`config.mk`:
```
export PLATFORM = sky130hd
export DESIGN_NAME = shift_rotate_seq_flat
export DESIGN_NICKNAME = d
export VERILOG_FILES = /design/src/rtl/shift_rotate_seq_if.sv /design/src/rtl/shift_rotate_seq.sv /design/src/flat_wrapper.sv
export SDC_FILE = /design/constraint.sdc
export NUM_CORES = 1
export LEC_CHECK = 0
export CORE_MARGIN = 8
export CORE_UTILIZATION = 50
export DETAILED_ROUTE_END_ITERATION = 7
export PLACE_DENSITY = 0.87
export RECOVER_POWER = 25
export SETUP_SLACK_MARGIN = 0.05
export SLEW_MARGIN = 5
export SYNTH_ARGS = -nofsm -noshare
export SYNTH_HDL_FRONTEND = slang
export SYNTH_SLANG_ARGS = --single-unit
```
`constraint.sdc`:
```
create_clock -name clk -period 4 [get_ports clk]
set_clock_uncertainty 0.15 [all_clocks]
set_input_delay 0.8 -clock clk [delete_from_list [all_inputs] [get_ports clk]]
set_output_delay 0.8 -clock clk [all_outputs]
set_load 0.01 [all_outputs]
```
`src/rtl/shift_rotate_seq_if.sv`:
```
// rtl/shift_rotate_seq_if.sv - start/busy/done handshake and flag outputs of the shift/rotate unit
interface shift_rotate_seq_if #(
  parameter int WIDTH = 16,
  parameter int CNT_W = 5
);
  logic             start;
  logic [2:0]       op;
  logic [WIDTH-1:0] a;
  logic [CNT_W-1:0] cnt;
  logic             cin;
  logic             busy;
  logic             done;
  logic [WIDTH-1:0] r;
  logic             cout;
  logic             of;
  logic             zf;
  logic             sf;

  modport master (
    output start, op, a, cnt, cin,
    input  busy, done, r, cout, of, zf, sf
  );

  modport slave (
    input  start, op, a, cnt, cin,
    output busy, done, r, cout, of, zf, sf
  );
endinterface

```
`src/rtl/shift_rotate_seq.sv`:
```
// rtl/shift_rotate_seq.sv - multi-cycle ROL/ROR/RCL/RCR/SHL/SHR/SAR unit, up to STEP bits per clock
module shift_rotate_seq #(
  parameter int WIDTH = 16,
  parameter int CNT_W = 5,
  parameter int STEP  = 1
) (
  input  logic          clk,
  input  logic          rst_n,
  shift_rotate_seq_if.slave bus
);

  localparam logic [2:0] OP_ROL = 3'b000;
  localparam logic [2:0] OP_ROR = 3'b001;
  localparam logic [2:0] OP_RCL = 3'b010;
  localparam logic [2:0] OP_RCR = 3'b011;
  localparam logic [2:0] OP_SHL = 3'b100;
  localparam logic [2:0] OP_SHR = 3'b101;
  localparam logic [2:0] OP_SAR = 3'b110;

  typedef enum logic [1:0] {S_IDLE, S_RUN, S_DONE} state_t;

  state_t           state, state_nxt;
  logic [2:0]       wop;
  logic [WIDTH-1:0] wr;
  logic             wcf;
  logic [CNT_W-1:0] rem;
  logic             a_msb;
  logic             accept;
  logic [WIDTH:0]   acc;
  logic [WIDTH-1:0] step_r;
  logic             step_cf;
  logic             step_of;
  logic [CNT_W-1:0] k;
  logic [CNT_W-1:0] rem_nxt;
  logic             last;
  logic [WIDTH-1:0] res_r;
  logic             res_cout, res_of, res_zf, res_sf;

  // One single-bit step; result packed as {cf, value}. Pass (111) leaves both untouched.
  function automatic logic [WIDTH:0] shift1(input logic [2:0] op, input logic [WIDTH-1:0] v,
                                            input logic cf);
    case (op)
      OP_ROL:  return {v[WIDTH-1], v[WIDTH-2:0], v[WIDTH-1]};
      OP_ROR:  return {v[0], v[0], v[WIDTH-1:1]};
      OP_RCL:  return {v[WIDTH-1], v[WIDTH-2:0], cf};
      OP_RCR:  return {v[0], cf, v[WIDTH-1:1]};
      OP_SHL:  return {v[WIDTH-1], v[WIDTH-2:0], 1'b0};
      OP_SHR:  return {v[0], 1'b0, v[WIDTH-1:1]};
      OP_SAR:  return {v[0], v[WIDTH-1], v[WIDTH-1:1]};
      default: return {cf, v};
    endcase
  endfunction

  assign accept = bus.start && (state != S_RUN);

  always_comb begin
    acc = {wcf, wr};
    for (int i = 0; i < STEP; i++) begin
      if (CNT_W'(i) < rem) acc = shift1(wop, acc[WIDTH-1:0], acc[WIDTH]);
    end
    step_r  = acc[WIDTH-1:0];
    step_cf = acc[WIDTH];
    k       = (rem < CNT_W'(STEP)) ? rem : CNT_W'(STEP);
    rem_nxt = rem - k;
    last    = (rem_nxt == '0);
  end

  always_comb begin
    case (wop)
      OP_ROL, OP_RCL, OP_SHL: step_of = step_r[WIDTH-1] ^ step_cf;
      OP_ROR, OP_RCR:         step_of = step_r[WIDTH-1] ^ step_r[WIDTH-2];
      OP_SHR:                 step_of = a_msb;
      default:                step_of = 1'b0;
    endcase
  end

  always_ff @(posedge clk or negedge rst_n) begin
    if (!rst_n) state <= S_IDLE;
    else        state <= state_nxt;
  end

  always_comb begin
    state_nxt = state;
    case (state)
      S_IDLE, S_DONE: begin
        if (accept) state_nxt = (bus.cnt == '0) ? S_DONE : S_RUN;
        else        state_nxt = S_IDLE;
      end
      S_RUN:   if (last) state_nxt = S_DONE;
      default: state_nxt = S_IDLE;
    endcase
  end

  always_comb begin
    bus.busy = (state == S_RUN);
    bus.done = (state == S_DONE);
  end

  always_ff @(posedge clk or negedge rst_n) begin
    if (!rst_n) begin
      wop   <= '0;
      wr    <= '0;
      wcf   <= 1'b0;
      rem   <= '0;
      a_msb <= 1'b0;
    end else if (accept) begin
      wop   <= bus.op;
      wr    <= bus.a;
      wcf   <= bus.cin;
      rem   <= bus.cnt;
      a_msb <= bus.a[WIDTH-1];
    end else if (state == S_RUN) begin
      wr  <= step_r;
      wcf <= step_cf;
      rem <= rem_nxt;
    end
  end

  // Visible results change only on the edge that enters DONE.
  always_ff @(posedge clk or negedge rst_n) begin
    if (!rst_n) begin
      res_r    <= '0;
      res_cout <= 1'b0;
      res_of   <= 1'b0;
      res_zf   <= 1'b0;
      res_sf   <= 1'b0;
    end else if (accept && bus.cnt == '0) begin
      res_r    <= bus.a;
      res_cout <= bus.cin;
      res_of   <= 1'b0;
      res_zf   <= (bus.a == '0);
      res_sf   <= bus.a[WIDTH-1];
    end else if (state == S_RUN && last) begin
      res_r    <= step_r;
      res_cout <= step_cf;
      res_of   <= step_of;
      res_zf   <= (step_r == '0);
      res_sf   <= step_r[WIDTH-1];
    end
  end

  assign bus.r    = res_r;
  assign bus.cout = res_cout;
  assign bus.of   = res_of;
  assign bus.zf   = res_zf;
  assign bus.sf   = res_sf;

endmodule

```
`src/flat_wrapper.sv`:
```
// flat-port wrapper written by rule: the top's interface ports become plain ports
module shift_rotate_seq_flat 
#(
  parameter int WIDTH = 16,
  parameter int CNT_W = 5,
  parameter int STEP  = 1
)
  (clk, rst_n, bus_start, bus_op, bus_a, bus_cnt, bus_cin, bus_busy, bus_done, bus_r, bus_cout, bus_of, bus_zf, bus_sf);
  shift_rotate_seq_if #(.WIDTH(WIDTH), .CNT_W(CNT_W)) bus_i ();
  input  logic clk;
  input  logic rst_n;
  input wire logic [$bits(bus_i.start)-1:0] bus_start;
  input wire logic [$bits(bus_i.op)-1:0] bus_op;
  input wire logic [$bits(bus_i.a)-1:0] bus_a;
  input wire logic [$bits(bus_i.cnt)-1:0] bus_cnt;
  input wire logic [$bits(bus_i.cin)-1:0] bus_cin;
  output wire logic [$bits(bus_i.busy)-1:0] bus_busy;
  output wire logic [$bits(bus_i.done)-1:0] bus_done;
  output wire logic [$bits(bus_i.r)-1:0] bus_r;
  output wire logic [$bits(bus_i.cout)-1:0] bus_cout;
  output wire logic [$bits(bus_i.of)-1:0] bus_of;
  output wire logic [$bits(bus_i.zf)-1:0] bus_zf;
  output wire logic [$bits(bus_i.sf)-1:0] bus_sf;
  assign bus_i.start = bus_start;
  assign bus_i.op = bus_op;
  assign bus_i.a = bus_a;
  assign bus_i.cnt = bus_cnt;
  assign bus_i.cin = bus_cin;
  assign bus_busy = bus_i.busy;
  assign bus_done = bus_i.done;
  assign bus_r = bus_i.r;
  assign bus_cout = bus_i.cout;
  assign bus_of = bus_i.of;
  assign bus_zf = bus_i.zf;
  assign bus_sf = bus_i.sf;
  shift_rotate_seq #(.WIDTH(WIDTH), .CNT_W(CNT_W), .STEP(STEP)) u_core (.clk(clk), .rst_n(rst_n), .bus(bus_i));
endmodule
```
After elaboration in Yosys (flattened, before gate mapping)
Cells that the tools add are included.

Reductions and logical operators: 14. Muxes and demuxes: 24. $add $sub $neg: 1. Bitwise gates (word level): 2. Eq/ne operators: 10. $lt $le $gt $ge: 2.

Operators with widths (number): $pmux 17 s7 (1); $mux 16 (4); $logic_not 16->1 (2); $mux 17 (1); $mux 5 (3); $logic_not 5->1 (2); $mux 1 (10); $eq 3x3->1 const B (3); $eq 3x2->1 const B (2); $mux 2 (3); $lt 1x5->1 const A (1); $lt 5x1->1 const B (1); $sub 5x5->5 (1); $ne 2x1->1 const B (2); $pmux 2 s2 (1); $reduce_bool 2->1 (2); $reduce_or 2->1 (2); $eq 3x1->1 const B (1); $logic_and 1x1->1 (3); $logic_not 3->1 (1); $pmux 1 s3 (1); $reduce_or 3->1 (1); $eq 2x1->1 const B (1); $eq 2x2->1 const B (1); 2 further kinds (3).

Word-level logic and storage cells: 64. Flip-flop bits (word level): 48.

Logic depth before layout (Yosys ltp)
Word-level depth: 7. Gate-level depth with buffers: 12.

Worst setup path after synthesis
Ideal clock, no wire load.

Kind: register to register. Start: register u_core.rem[2]. End: register u_core.res_cout, in the netlist u_core.bus.cout. Library setup time: 0.134 ns. Setup slack: 1.302 ns. Period minus slack after synthesis: 2.698 ns. Data required time: 3.716 ns. Stages on the path, launching flop included: 13. Arrival: 2.414 ns. Path buffers: 2. Cell sequence: dfrtp_1 > nor3_2 > nand2_1 > clkbuf_1 > nand2b_1 > ha_1 > nor2_1 > xnor2_1 > nand4_2 > and2_1 > clkbuf_1 > a22oi_1 > o21ai_0.

Longest elaborated chain between the ends: 6. Elaborated cells between the ends (all ways): 10.

Ends and longest elaborated chain: start: declaration (RTL line shift_rotate_seq.sv:26) `logic [CNT_W-1:0] rem;`; start signal: assignment (RTL line shift_rotate_seq.sv:110) `rem <= bus.cnt;`; start signal: assignment (RTL line shift_rotate_seq.sv:115) `rem <= rem_nxt;`; $lt 5x1->1 (RTL line shift_rotate_seq.sv:63) `k = (rem < CNT_W'(STEP)) ? rem : CNT_W'(STEP);`; $mux 5 (RTL line shift_rotate_seq.sv:63); $sub 5x5->5 (RTL line shift_rotate_seq.sv:64) `rem_nxt = rem - k;`; $logic_not 5->1 (RTL line shift_rotate_seq.sv:65) `last = (rem_nxt == '0);`; $logic_and 1x1->1 (RTL line shift_rotate_seq.sv:133) `end else if (state == S_RUN && last) begin`; $reduce_bool 2->1 (no source line); end signal: assignment (RTL line shift_rotate_seq.sv:129) `res_cout <= bus.cin;`; end signal: assignment (RTL line shift_rotate_seq.sv:135) `res_cout <= step_cf;`; end: declaration (RTL line shift_rotate_seq.sv:37) `logic res_cout, res_of, res_zf, res_sf;`.

Several ways; a longest one is shown, not always the timed one. The select of a mux whose other input is x is not followed. A chain may end at the register's enable or synchronous reset.

Final worst setup path
Start: register u_core.rem[2]. End: register u_core.res_r[15], in the netlist u_core.bus.r[15].

Longest elaborated chain between the ends: 6. Elaborated cells between the ends (all ways): 10.

Ends and longest elaborated chain: $lt 5x1->1 (RTL line shift_rotate_seq.sv:63); $mux 5 (RTL line shift_rotate_seq.sv:63); $sub 5x5->5 (RTL line shift_rotate_seq.sv:64); $logic_not 5->1 (RTL line shift_rotate_seq.sv:65); $logic_and 1x1->1 (RTL line shift_rotate_seq.sv:133); $reduce_bool 2->1 (no source line); end signal: assignment (RTL line shift_rotate_seq.sv:128) `res_r <= bus.a;`; end signal: assignment (RTL line shift_rotate_seq.sv:134) `res_r <= step_r;`; end: declaration (RTL line shift_rotate_seq.sv:36) `logic [WIDTH-1:0] res_r;`.

Several ways; a longest one is shown, not always the timed one. The select of a mux whose other input is x is not followed.

==> key figures <==
Outcome
  – Status: complete, but fails checks
  – Failing checks: capacitance limit, slew limit

Yosys
  – Flops & latches, synth: 47
  – Post-synth EDFFs: 0
  – Mapped Nets: 395
  – Synth Area in Simple Gates: 0.197
  – Multiplexer share of the synthesized area: 0.0712
  – Netlist Area Pre-Place: 3110 um2
  – Synth Area in Compound Gates: 0.293
  – Synthesized area per cell: 8.52 um2
  – Xor and xnor fraction of the mapped netlist area: 0.00563
  – Sequential area share after synthesis: 0.378
  – Post-synth ARST share: 1.00
  – Distinct cells, synth: 54
  – Synth warn: 0
  – Syn Inst Count: 365
  – Post-Synth Adder-Cell Area: 0.00805
  – Largest family of logic cells by synthesized area: compound AO/OA/AOI/OAI gates
  – Post-synth top flop: dfrtp_1

Setup path
  – Slowest stage delay, CP: 0.47 ns
  – CP max stage cell: nand4_2
  – CP arrival: 3.25 ns
  – Most common cell on crit path: nand2_1
  – Critical Path Start Type: flip-flop
  – Cells along the critical path: nor3_2 > nand2_1 > nand2b_1 > ha_1 > nor2_1 > xnor2_1 > nand4_2 > and2_1 > a22oi_1 > nand2_1
  – CP required: 4.03 ns
  – Crit path max fanout: 18
  – CP Class: reg -> reg
  – Crit. End Element: flip-flop

Layout
  – Area delta synth->final: 19.2%
  – Design area: 3700 um2
  – Fin nets: 428
  – Number of fill cells: 502
  – N_diodes: 0
  – Ratio of cells with drive above 1 in the final layout: 0.0879

Clock tree
  – Clk Tree Root Cell: clkbuf_8
  – H-tree depth: 2
  – CTS tree: built
  – Clock Path Buffers: 2
  – Cts hold-fix bufs: 0
  – Setup Buffers After CTS: 0
  – CTS Buf Count: 5
  – Clock latency on the worst-skew pair: 0.30 ns
  – CTS sink cnt: 47
  – Resized cells post-CTS: 0
  – Clock transition at the registers of the reported paths: 0.09 ns

GRT
  – Met3 Use GR: 0.0468
  – Largest net degree at the start of global routing: 48
  – Global-route wire length before repair: 16500 um
  – Vias in the first global route: 3068
  – Total gr overflow: 0
  – Global Route Usage Sum: 0.231
  – Initial antenna violation count: 0
  – Met2 Track Usage GR: 0.346
  – GR Util met1: 0.319
  – Global routing's busiest layer: met2

Route
  – WL per Instance: 21.3 um
  – DRT Pass-1 Iters: 5
  – DRC: 0
  – Antenna-violating nets left: 0
  – Vias per cell: 6.85
  – Vias: 3240
  – Iter 0 DRT Violations: 475
  – Post-Route WL: 10100 um

Flow run
  – Max Cap Violations: 1

Min path
  – HP Class: reg -> reg

Die
  – Die area: 9000 um2
  – Core region area: 5960 um2
  – Starting Density: 0.522
  – Die Y-Extent: 94.9 um
  – DIE WIDTH: 94.9 um
  – # IOs: 50
  – # rows: 28

Power and ir drop
  – Clock Power Share: 0.100
  – P_leak: 1.43 nW
  – Switch share: 0.494
  – Int Pwr: 1.77 mW
  – Max IR drop VDD: 575 uV
  – Combinational power share: 0.596
  – Pwr dens: 942 nW/um2
  – Sw Pwr: 1.72 mW
  – Register share of total power: 0.304

STA
  – Slew margin rel.: -0.728
  – Fmax: 310 MHz
  – Unrepaired setup endpoints after global routing: no
  – Final Hold Fails: 0
  – Setup Viol. Count Final: 0
  – Fin Setup TNS: 0 ns
  – Max-slew violation count: 48
  – Min Tclk post-route: 3.23 ns
  – Period Utilization, post-route: 0.807
  – Slew of the pin with the lowest slew margin: 2.59 ns

Placement
  – Area post-placement: 3600 um2
  – Number of port buffers: 49
  – GP Congestion: 0.930
  – Hpwl dp: 7100 um
[cells by family (layout without fill, tap and decap cells)]
group | after synthesis | count (layout)
buffers and inverters | 33 | 66
XOR/XNOR | 2 | 2
AND/OR/NAND/NOR | 124 | 124
multiplexers | 21 | 21
adder cells (fa/ha/maj) | 2 | 2
AO/OA/AOI/OAI | 136 | 136
flip-flops | 47 | 47
[synth_stat cells, types with 3 or more instances]
master,count,area [um2]
mux2i_1,12,120
o21ai_4,3,48.8
a211oi_1,14,105
mux2_2,9,101
nor4_1,7,43.8
inv_1,4,15.0
o21ai_0,27,135
buf_1,3,11.3
o32ai_1,4,35.0
o211ai_1,5,37.5
and2_1,3,18.8
nor3_1,3,15.0
nand4_1,3,18.8
nand2b_1,5,31.3
dfrtp_1,47,1180
nor2_1,32,120
o221ai_1,3,26.3
a31oi_1,5,31.3
a21oi_1,27,135
clkbuf_1,15,56.3
nor2b_1,15,93.8
a22o_1,3,26.3
nand2_1,38,143
nand3_1,7,35.0
o22ai_1,21,131
buf_2,8,40.0
a22oi_1,7,52.6
[path summary, 6_finish.rpt]
kind / start / end / slack, ns / cells after the start
hold / removal: u_core.bus.cout$_DFFE_PN0P_ / u_core.bus.cout$_DFFE_PN0P_ / 0.38 / 2
min in group asynchronous: rst_n / u_core.bus.zf$_DFFE_PN0P_ / 1.16 / 1
setup reg to reg: u_core.rem[2]$_DFFE_PN0P_ / u_core.bus.r[15]$_DFFE_PN0P_ / 0.77 / 10
hold reg to reg: u_core.bus.cout$_DFFE_PN0P_ / u_core.bus.cout$_DFFE_PN0P_ / 0.38 / 2
max in group asynchronous: rst_n / u_core.a_msb$_DFFE_PN0P_ / 1.08 / 1
setup / recovery: u_core.rem[2]$_DFFE_PN0P_ / u_core.bus.r[15]$_DFFE_PN0P_ / 0.77 / 10
[routing by layer]
metal	vias up	wire length, um
li1	1424	-
met5	-	0
met2	224	4610
met4	0	271
met3	25	960
met1	1567	4240
[worst max-delay path: cells and delay by family, from the launching register on]
| family | cells | cell delay, ns |
|---|---|---|
| AND/OR/NAND/NOR | 7 | 1.74 |
| AO/OA/AOI/OAI | 1 | 0.24 |
| flip-flops | 1 | 0.46 |
| XOR/XNOR | 1 | 0.29 |
| adder cells (fa/ha/maj) | 1 | 0.22 |
[power by group through the flow]
stage / registers, mW / clock network [mW] / logic (mW)
2_1_floorplan: 0.943 / 0 / 1.46
3_3_place_gp: 1.04 / 0 / 1.98
3_5_place_dp: 1.05 / 0 / 2.01
4_1_cts: 1.04 / 0.347 / 2.03
5_1_grt: 1.09 / 0.367 / 2.26
6_report: 1.06 / 0.350 / 2.08
[flip-flops by register name, indices dropped and copies added, names as in the netlist]
register,flops
u_core.a_msb,1
u_core.bus.r,16
u_core.wr,16
u_core.bus.of,1
u_core.state,2
u_core.bus.zf,1
u_core.wcf,1
u_core.bus.cout,1
u_core.wop,3
u_core.rem,5
[layout make-up]
cell class              count  area, um2  area share
multi-input cells         285       1790       0.483
inverters                   5       18.8     0.00507
repair buffers             54        522       0.141
flip-flops and latches     47       1180       0.317
well taps                  75       93.8      0.0253
clock inverters             2       37.5      0.0101
clock buffers               5       68.8      0.0186
[per-stage QoR]
step	setup WS (ns)	power (mW)	cells	utilization	hold WS, ns
floorplan	1.30	2.40	365	-	0.329
global placement	0.919	3.02	466	0.604	0.341
detailed placement	0.908	3.06	466	0.604	0.351
CTS	0.880	3.42	473	0.622	0.379
global route	0.527	3.72	473	0.622	0.400
finish	0.774	3.49	473	0.622	0.378
[cells in the final DEF, fill, tap and decap left out, drive strengths merged, types with 7 or more instances in the layout]
cell type,Yosys,layout
mux2,9,9
mux2i,12,12
nor2,33,33
nand3,7,7
a211oi,15,15
nor2b,15,15
dfrtp,47,47
o22ai,21,21
nand2,39,39
o21ai,33,33
nor4,7,7
a21oi,27,27
a22oi,7,7
clkdlybuf4s50,0,48
Note: power is estimated with default switching activity, not from simulation.
